### src/rtl/half_bridge_driver_pkg.sv
// Shared types for the half-bridge gate driver.
//   mode_e      : per-phase drive mode as presented on the mode input
//   leg_state_e : per-leg dead-time FSM state
//   demand_e    : what the PWM decode wants a leg to do this cycle
//   decode_demand / state_for : small helpers used by top and leg FSM
package half_bridge_pkg;

    typedef enum logic [1:0] {
        MODE_PWM       = 2'd0,
        MODE_HIGH_ONLY = 2'd1,
        MODE_BRAKE     = 2'd2,
        MODE_COAST     = 2'd3
    } mode_e;

    typedef enum logic [1:0] {
        ST_OFF  = 2'd0,
        ST_HIGH = 2'd1,
        ST_LOW  = 2'd2,
        ST_DEAD = 2'd3
    } leg_state_e;

    typedef enum logic [1:0] {
        DEM_OFF  = 2'd0,
        DEM_HIGH = 2'd1,
        DEM_LOW  = 2'd2
    } demand_e;

    // below_duty is (cnt < act_duty); force_off covers high_z and enable=0.
    function automatic demand_e decode_demand(input mode_e mode, input logic below_duty,
                                              input logic force_off);
        demand_e d;
        d = DEM_OFF;
        if (!force_off) begin
            case (mode)
                MODE_PWM:       d = below_duty ? DEM_HIGH : DEM_LOW;
                MODE_HIGH_ONLY: d = below_duty ? DEM_HIGH : DEM_OFF;
                MODE_BRAKE:     d = DEM_LOW;
                default:        d = DEM_OFF;
            endcase
        end
        return d;
    endfunction

    function automatic leg_state_e state_for(input demand_e d);
        case (d)
            DEM_HIGH: return ST_HIGH;
            DEM_LOW:  return ST_LOW;
            default:  return ST_OFF;
        endcase
    endfunction

endpackage

### src/rtl/half_bridge_driver_if.sv
// Control/gate bundle between the commutation logic (master) and the
// gate driver (slave).
//   enable_i       : global run
//   duty_i         : per-phase duty, phase i at [i*DUTY_WIDTH +: DUTY_WIDTH]
//   mode_i         : per-phase 2-bit mode, phase i at [i*2 +: 2]
//   high_z_i       : per-phase immediate off
//   pwm_high_o/low : registered gate outputs
//   period_start_o : one-cycle pulse at the start of each PWM period
interface half_bridge_driver_if #(
    parameter int NUM_PHASES = 3,
    parameter int DUTY_WIDTH = 9
);
    logic                             enable_i;
    logic [NUM_PHASES*DUTY_WIDTH-1:0] duty_i;
    logic [NUM_PHASES*2-1:0]          mode_i;
    logic [NUM_PHASES-1:0]            high_z_i;
    logic [NUM_PHASES-1:0]            pwm_high_o;
    logic [NUM_PHASES-1:0]            pwm_low_o;
    logic                             period_start_o;

    modport master (
        output enable_i, duty_i, mode_i, high_z_i,
        input  pwm_high_o, pwm_low_o, period_start_o
    );

    modport slave (
        input  enable_i, duty_i, mode_i, high_z_i,
        output pwm_high_o, pwm_low_o, period_start_o
    );
endinterface

### src/rtl/half_bridge_driver_dead_time.sv
// One bridge leg: OFF/HIGH/LOW/DEAD FSM with dead-time counter.
//   clk_i, rst_i : clock, synchronous active-high reset
//   demand_i     : requested drive for this cycle
//   pwm_high_o   : high-side gate, registered
//   pwm_low_o    : low-side gate, registered
// Leaving HIGH or LOW always passes through DEAD for DEAD_TIME cycles with
// both gates off; demand is only re-sampled when the timer expires.
module dead_time_fsm
    import half_bridge_pkg::*;
#(
    parameter int DEAD_TIME = 8
) (
    input  logic    clk_i,
    input  logic    rst_i,
    input  demand_e demand_i,
    output logic    pwm_high_o,
    output logic    pwm_low_o
);
    localparam int TW = (DEAD_TIME > 1) ? $clog2(DEAD_TIME) : 1;
    localparam logic [TW-1:0] DT_LOAD = TW'(DEAD_TIME - 1);

    leg_state_e    state_q;
    logic [TW-1:0] dtimer_q;
    logic          pwm_high_q, pwm_low_q;

    // Outputs are registered alongside the state so they always equal the
    // decode of the state register.
    always_ff @(posedge clk_i) begin
        if (rst_i) begin
            state_q    <= ST_OFF;
            dtimer_q   <= '0;
            pwm_high_q <= 1'b0;
            pwm_low_q  <= 1'b0;
        end else begin
            case (state_q)
                ST_OFF: begin
                    state_q    <= state_for(demand_i);
                    pwm_high_q <= (demand_i == DEM_HIGH);
                    pwm_low_q  <= (demand_i == DEM_LOW);
                end
                ST_HIGH: begin
                    if (demand_i != DEM_HIGH) begin
                        state_q    <= ST_DEAD;
                        dtimer_q   <= DT_LOAD;
                        pwm_high_q <= 1'b0;
                    end
                end
                ST_LOW: begin
                    if (demand_i != DEM_LOW) begin
                        state_q   <= ST_DEAD;
                        dtimer_q  <= DT_LOAD;
                        pwm_low_q <= 1'b0;
                    end
                end
                default: begin // ST_DEAD
                    if (dtimer_q == '0) begin
                        state_q    <= state_for(demand_i);
                        pwm_high_q <= (demand_i == DEM_HIGH);
                        pwm_low_q  <= (demand_i == DEM_LOW);
                    end else begin
                        dtimer_q <= dtimer_q - TW'(1);
                    end
                end
            endcase
        end
    end

    assign pwm_high_o = pwm_high_q;
    assign pwm_low_o  = pwm_low_q;
endmodule

### src/rtl/half_bridge_driver.sv
// Multi-phase half-bridge gate driver.
//   clk_i : system clock
//   rst_i : synchronous active-high reset
//   bus   : control/gate bundle (slave side), see half_bridge_driver_if
// Owns the shared edge-aligned PWM counter, the per-phase duty/mode shadows
// (loaded at the period wrap or continuously while disabled), the demand
// decode and period_start. Each leg's dead-time FSM is a dead_time_fsm.
module half_bridge_driver
    import half_bridge_pkg::*;
#(
    parameter int NUM_PHASES = 3,
    parameter int DUTY_WIDTH = 9,
    parameter int DEAD_TIME  = 8
) (
    input  logic                clk_i,
    input  logic                rst_i,
    half_bridge_driver_if.slave bus
);
    // 2^W - 2: all ones except the LSB.
    localparam logic [DUTY_WIDTH-1:0] CNT_MAX = {{(DUTY_WIDTH-1){1'b1}}, 1'b0};

    logic [DUTY_WIDTH-1:0]                  cnt_q, cnt_d;
    logic [NUM_PHASES-1:0][DUTY_WIDTH-1:0]  act_duty_q, act_duty_d;
    mode_e [NUM_PHASES-1:0]                 act_mode_q, act_mode_d;
    logic                                   period_start_q;
    logic                                   wrap, load_shadow;
    logic [NUM_PHASES-1:0]                  pwm_high, pwm_low;

    assign wrap        = bus.enable_i && (cnt_q == CNT_MAX);
    assign load_shadow = wrap || !bus.enable_i;

    always_comb begin
        cnt_d      = cnt_q + DUTY_WIDTH'(1);
        act_duty_d = act_duty_q;
        act_mode_d = act_mode_q;
        if (!bus.enable_i || wrap) cnt_d = '0;
        if (load_shadow) begin
            for (int i = 0; i < NUM_PHASES; i++) begin
                act_duty_d[i] = bus.duty_i[i*DUTY_WIDTH +: DUTY_WIDTH];
                act_mode_d[i] = mode_e'(bus.mode_i[i*2 +: 2]);
            end
        end
    end

    always_ff @(posedge clk_i) begin
        if (rst_i) begin
            cnt_q          <= '0;
            act_duty_q     <= '0;
            for (int i = 0; i < NUM_PHASES; i++) act_mode_q[i] <= MODE_COAST;
            period_start_q <= 1'b0;
        end else begin
            cnt_q          <= cnt_d;
            act_duty_q     <= act_duty_d;
            act_mode_q     <= act_mode_d;
            // Only a genuine wrap pulses; leaving disable starts silently.
            period_start_q <= wrap;
        end
    end

    for (genvar i = 0; i < NUM_PHASES; i++) begin : g_leg
        demand_e demand;

        // high_z and enable act on the live inputs so they bypass shadowing.
        assign demand = decode_demand(act_mode_q[i], (cnt_q < act_duty_q[i]),
                                      bus.high_z_i[i] || !bus.enable_i);

        dead_time_fsm #(
            .DEAD_TIME (DEAD_TIME)
        ) u_fsm (
            .clk_i      (clk_i),
            .rst_i      (rst_i),
            .demand_i   (demand),
            .pwm_high_o (pwm_high[i]),
            .pwm_low_o  (pwm_low[i])
        );
    end

    assign bus.pwm_high_o     = pwm_high;
    assign bus.pwm_low_o      = pwm_low;
    assign bus.period_start_o = period_start_q;
endmodule

### src/flat_wrapper.sv
// flat-port wrapper written by rule: the top's interface ports become plain ports
module half_bridge_driver_flat import half_bridge_pkg::*;
#(
    parameter int NUM_PHASES = 3,
    parameter int DUTY_WIDTH = 9,
    parameter int DEAD_TIME  = 8
)
  (clk_i, rst_i, bus_enable_i, bus_duty_i, bus_mode_i, bus_high_z_i, bus_pwm_high_o, bus_pwm_low_o, bus_period_start_o);
  half_bridge_driver_if #(.NUM_PHASES(NUM_PHASES), .DUTY_WIDTH(DUTY_WIDTH)) bus_i ();
  input  logic clk_i;
  input  logic rst_i;
  input wire logic [$bits(bus_i.enable_i)-1:0] bus_enable_i;
  input wire logic [$bits(bus_i.duty_i)-1:0] bus_duty_i;
  input wire logic [$bits(bus_i.mode_i)-1:0] bus_mode_i;
  input wire logic [$bits(bus_i.high_z_i)-1:0] bus_high_z_i;
  output wire logic [$bits(bus_i.pwm_high_o)-1:0] bus_pwm_high_o;
  output wire logic [$bits(bus_i.pwm_low_o)-1:0] bus_pwm_low_o;
  output wire logic [$bits(bus_i.period_start_o)-1:0] bus_period_start_o;
  assign bus_i.enable_i = bus_enable_i;
  assign bus_i.duty_i = bus_duty_i;
  assign bus_i.mode_i = bus_mode_i;
  assign bus_i.high_z_i = bus_high_z_i;
  assign bus_pwm_high_o = bus_i.pwm_high_o;
  assign bus_pwm_low_o = bus_i.pwm_low_o;
  assign bus_period_start_o = bus_i.period_start_o;
  half_bridge_driver #(.NUM_PHASES(NUM_PHASES), .DUTY_WIDTH(DUTY_WIDTH), .DEAD_TIME(DEAD_TIME)) u_core (.clk_i(clk_i), .rst_i(rst_i), .bus(bus_i));
endmodule
### config.mk
export PLATFORM = sky130hd
export DESIGN_NAME = half_bridge_driver_flat
export DESIGN_NICKNAME = d
export VERILOG_FILES = /design/src/rtl/half_bridge_driver_pkg.sv /design/src/rtl/half_bridge_driver_if.sv /design/src/rtl/half_bridge_driver_dead_time.sv /design/src/rtl/half_bridge_driver.sv /design/src/flat_wrapper.sv
export SDC_FILE = /design/constraint.sdc
export NUM_CORES = 1
export LEC_CHECK = 0
export BUFFER_PORTS_ARGS = -buffer_cell sky130_fd_sc_hd__buf_2
export CORE_MARGIN = 2
export CORE_UTILIZATION = 52
export CTS_CLUSTER_DIAMETER = 200
export DETAILED_ROUTE_END_ITERATION = 8
export PLACE_DENSITY = 0.75
export SLEW_MARGIN = 20
export SYNTH_ARGS = -nofsm -noshare
export SYNTH_HDL_FRONTEND = slang
export SYNTH_SLANG_ARGS = --single-unit
### constraint.sdc
create_clock -name clk_i -period 2.2 [get_ports clk_i]
set_clock_uncertainty 0.1 [all_clocks]
set_input_delay 0.11 -clock clk_i [delete_from_list [all_inputs] [get_ports clk_i]]
set_output_delay 0.11 -clock clk_i [all_outputs]
set_load 0.02 [all_outputs]
==> results.yml <==
status:
  status: "complete, but fails checks"
  violations: "setup timing"
synth:
  synth_xor_area_share_pct: 1.73
  yosysTopAreaCell: "dfxtp_1"
  synth_ff_type: "dfxtp_1"
  synth_cells: 438
  syn_nets: 518
  synth-seq-cells: 64
  synth-adder-area-share_pct: 14.5
  synth_mux_area_share_pct: 0.283
  synth-edff-count: 0
  yosys-top-cells-area: "dfxtp_1 (36%), ha_1 (15%), nand2_1 (7.6%)"
  synth_compound_area_share_pct: 19.6
  syn_avg_cell_area_sq_um: 8.08
  netlist_area_sq_um: 3540
  yosys_warnings: 0
  yosysUniqueCellTypes: 41
  synth-simple-area-share_pct: 20.0
  synth_top_family_by_area: "simple AND/OR/NAND/NOR gates"
  ys_seq_area_share_pct: 36.2
  async_flop_share_pct: 0
  synth_top_area_share_pct: 36.2
placed_design:
  postPlaceCellArea_sq_um: 4010
  gp_congestion: 0.803
  hpwlAfterDp_microns: 5840
  post-place-cells: 569
  port_buffers: 45
cells_and_area:
  area.growth.synth_to_final_pct: 36.8
  drive_gt1_share_pct: 26.8
  final_cells: 625
  fillCellCount: 482
  diodes: 0
  multi_input_comb_area_sq_um: 2250
  final_area_sq_um: 4840
  seq_area_sq_um: 1310
  layout.nets: 622
clock_tree:
  cts_tree: "built"
  cts_buffers: 9
  cts_buffer_depth: 2
  path_clk_slew_ns: 0.07
  cts_root_buf: "clkbuf_8"
  htreeDepth: 3
  cts_sinks: 64
  clkLatencyLatePin_ns: 0.34
pwr:
  p_per_area_nw_per_um2: 813
  ir_drop_mv: 0.474
  sequentialPowerShare_pct: 38.0
  report.power.total_mw: 3.93
  pwr-share-clk_pct: 22.4
  internal_power_mw: 2.49
  power.switching_mw: 1.44
  switching_share_pct: 36.7
  leakage_nw: 2.04
  power_frac_comb_pct: 39.6
sta:
  period_share_pct: 109
  final.min_clock_period_ns: 2.39
  hold_ws_ns: 0.0390
  relSlewSlack_pct: 64.7
  tns_ns: -0.952
  fmax_mhz: 418
  rsz0062_at_grt: "yes"
  finalHoldViolCount: 0
  worstMarginPinSlew_ns: 0.530
  setup_viol: 11
  setup_ws_ns: -0.194
  maxSlewViolCount: 0
drt:
  drt-initial-drc-count: 188
  dr.pass1.iters: 4
  viasPerCell: 5.54
  routed_wl_microns: 9190
  num_vias: 3462
  postRouteAntennaNets: 0
  wire_per_inst_microns: 14.7
  drc: 0
worst_setup_path:
  cpMostUsedCell: "buf_4"
  cp_max_fo: 5
  start_kind: "flip-flop"
  path_delay_family: "compound AO/OA/AOI/OAI gates"
  required_ns: 2.35
  cp_slowest_stage_delay_ns: 0.48
  endpoint_kind: "flip-flop"
  cp.arrival_ns: 2.55
  crit_buf_inv: 2
  critPathSlowestCell: "or4_4"
  cp_cell_sequence: "ha_4 -> a211oi_2 -> nor3_2 -> or4_4 -> o211ai_1 -> buf_4 -> buf_4 -> a31oi_1 -> a311oi_1"
  timing_worst_setup_path_type: "reg2reg"
grt:
  grt_max_degree: 49
  grt-ovfl-total: 0
  grt_pass1_wl_microns: 14900
  grt_pass1_vias: 3395
  antenna_found_initial: 0
  grt_util_all_layers_pct: 25.2
floorplan:
  die_width_microns: 86.5
  ios: 46
  die_area_sq_um: 7480
  design.core.area_sq_um: 6680
  rows: 30
  dieHeight_microns: 86.5
  initial_utilization_pct: 52.9
worst_hold_path:
  min_path_type: "in2reg"
flow_run:
  maxCapViolCount: 0
-- cells in the mapped netlist, types with 7 or more instances --
cell type and n:
a311oi_1 11, clkbuf_1 12, nand2_1 72, a21oi_1 51
inv_1 47, a211oi_1 14, ha_1 41, nor2_1 26
dfxtp_1 64, a31oi_1 7, nand3_1 11
-- routing by layer --
layer	part of all wire (%)	vias to the layer above	track usage, %
met2	49	97	44.3
li1	-	1728	-
met1	44	1613	30.4
met4	2.1	0	8.38
met3	5.0	24	5.33
met5	0	-	0
-- metrics by stage --
stage               setup WS (ns)  utilization, %
finish                     -0.194            72.4
global route               -0.277            72.4
CTS                       -0.0774            70.9
detailed placement         -0.134            60.0
global placement          -0.0725            60.0
floorplan                 -0.0228               -
-- state kept, by name, indices dropped and copies added (netlist names) --
signal,cells
u_core.g_leg.u_fsm.state_q,6
u_core.g_leg.u_fsm.pwm_low_o,3
u_core.act_duty_q,27
u_core.g_leg.u_fsm.pwm_high_o,3
u_core.bus.period_start_o,1
u_core.g_leg.u_fsm.dtimer_q,9
u_core.cnt_q,9
u_core.act_mode_q,6
-- what timing repair did --
| action | 4_1_cts | 5_1_grt |
|---|---|---|
| endpoints found under the hold margin | 33 | 0 |
| resized for setup | 37 | 18 |
| setup endpoints to repair | 14 | 19 |
| buffers inserted | 5 | 4 |
| hold buffers | 33 | 0 |
| pin swaps | 27 | 14 |
-- final timing paths --
path                    startpoint                          endpoint  slack [ns]  depth (start not counted)
max                u_core.cnt_q[2]  u_core.g_leg[2].u_fsm.state_q[1]       -0.19                          9
min                bus_high_z_i[1]  u_core.g_leg[1].u_fsm.pwm_high_o        0.04                          3
max reg2reg        u_core.cnt_q[2]  u_core.g_leg[2].u_fsm.state_q[1]       -0.19                          9
min reg2reg  u_core.act_duty_q[14]             u_core.act_duty_q[14]        0.35                          2
-- logic make-up (layout without fill, tap and decap cells) --
group,count (synthesis),in the layout
AO/OA/AOI/OAI,106,106
XOR/XNOR,7,7
adder cells (fa/ha/maj),41,41
buffers and inverters,66,173
flip-flops,64,64
multiplexers,1,1
AND/OR/NAND/NOR,153,153
-- worst register-to-register path, cell delays in order, from the launching register on --
cell,delay (ns)
dfxtp_4,0.37
ha_4,0.24
a211oi_2,0.20
nor3_2,0.09
or4_4,0.48
o211ai_1,0.25
buf_4,0.18
buf_4,0.10
a31oi_1,0.07
a311oi_1,0.23
-- cells in the final DEF (no fill, tap or decap), types with 4 or more instances in the layout --
cell           instances
a21oi_1               46
a211oi_1              11
clkbuf_8              11
nand4_1                5
nand3_1               11
xor2_1                 6
buf_2                 45
dfxtp_1               48
nand2_1               72
dlygate4sd3_1         33
a31oi_1                7
o21ai_0                4
and3_1                 4
nor2b_1                5
inv_1                 45
nor3_1                 4
nor2_1                26
nand2b_1               6
buf_4                 28
o21a_1                 5
buf_6                  4
ha_1                  25
dfxtp_2               13
ha_4                  13
a311oi_1               9
and2_4                 4
-- power groups by stage --
| stage | sequential (mW) | combinational (mW) | clock [mW] |
|---|---|---|---|
| 2_1_floorplan | 1.48 | 1.11 | 0 |
| 3_3_place_gp | 1.51 | 1.32 | 0 |
| 3_5_place_dp | 1.51 | 1.37 | 0 |
| 4_1_cts | 1.49 | 1.51 | 0.889 |
| 5_1_grt | 1.52 | 1.75 | 0.939 |
| 6_report | 1.50 | 1.56 | 0.880 |
-- layout make-up --
| class | count | share of cell area, % |
|---|---|---|
| Tap cell | 80 | 2.07 |
| Clock buffer | 13 | 3.28 |
| Multi-Input combinational cell | 308 | 46.6 |
| Inverter | 48 | 3.72 |
| Sequential cell | 64 | 27.0 |
| Clock inverter | 1 | 0.103 |
| Timing Repair Buffer | 111 | 17.2 |
Note: power is estimated with default switching activity, not from simulation.
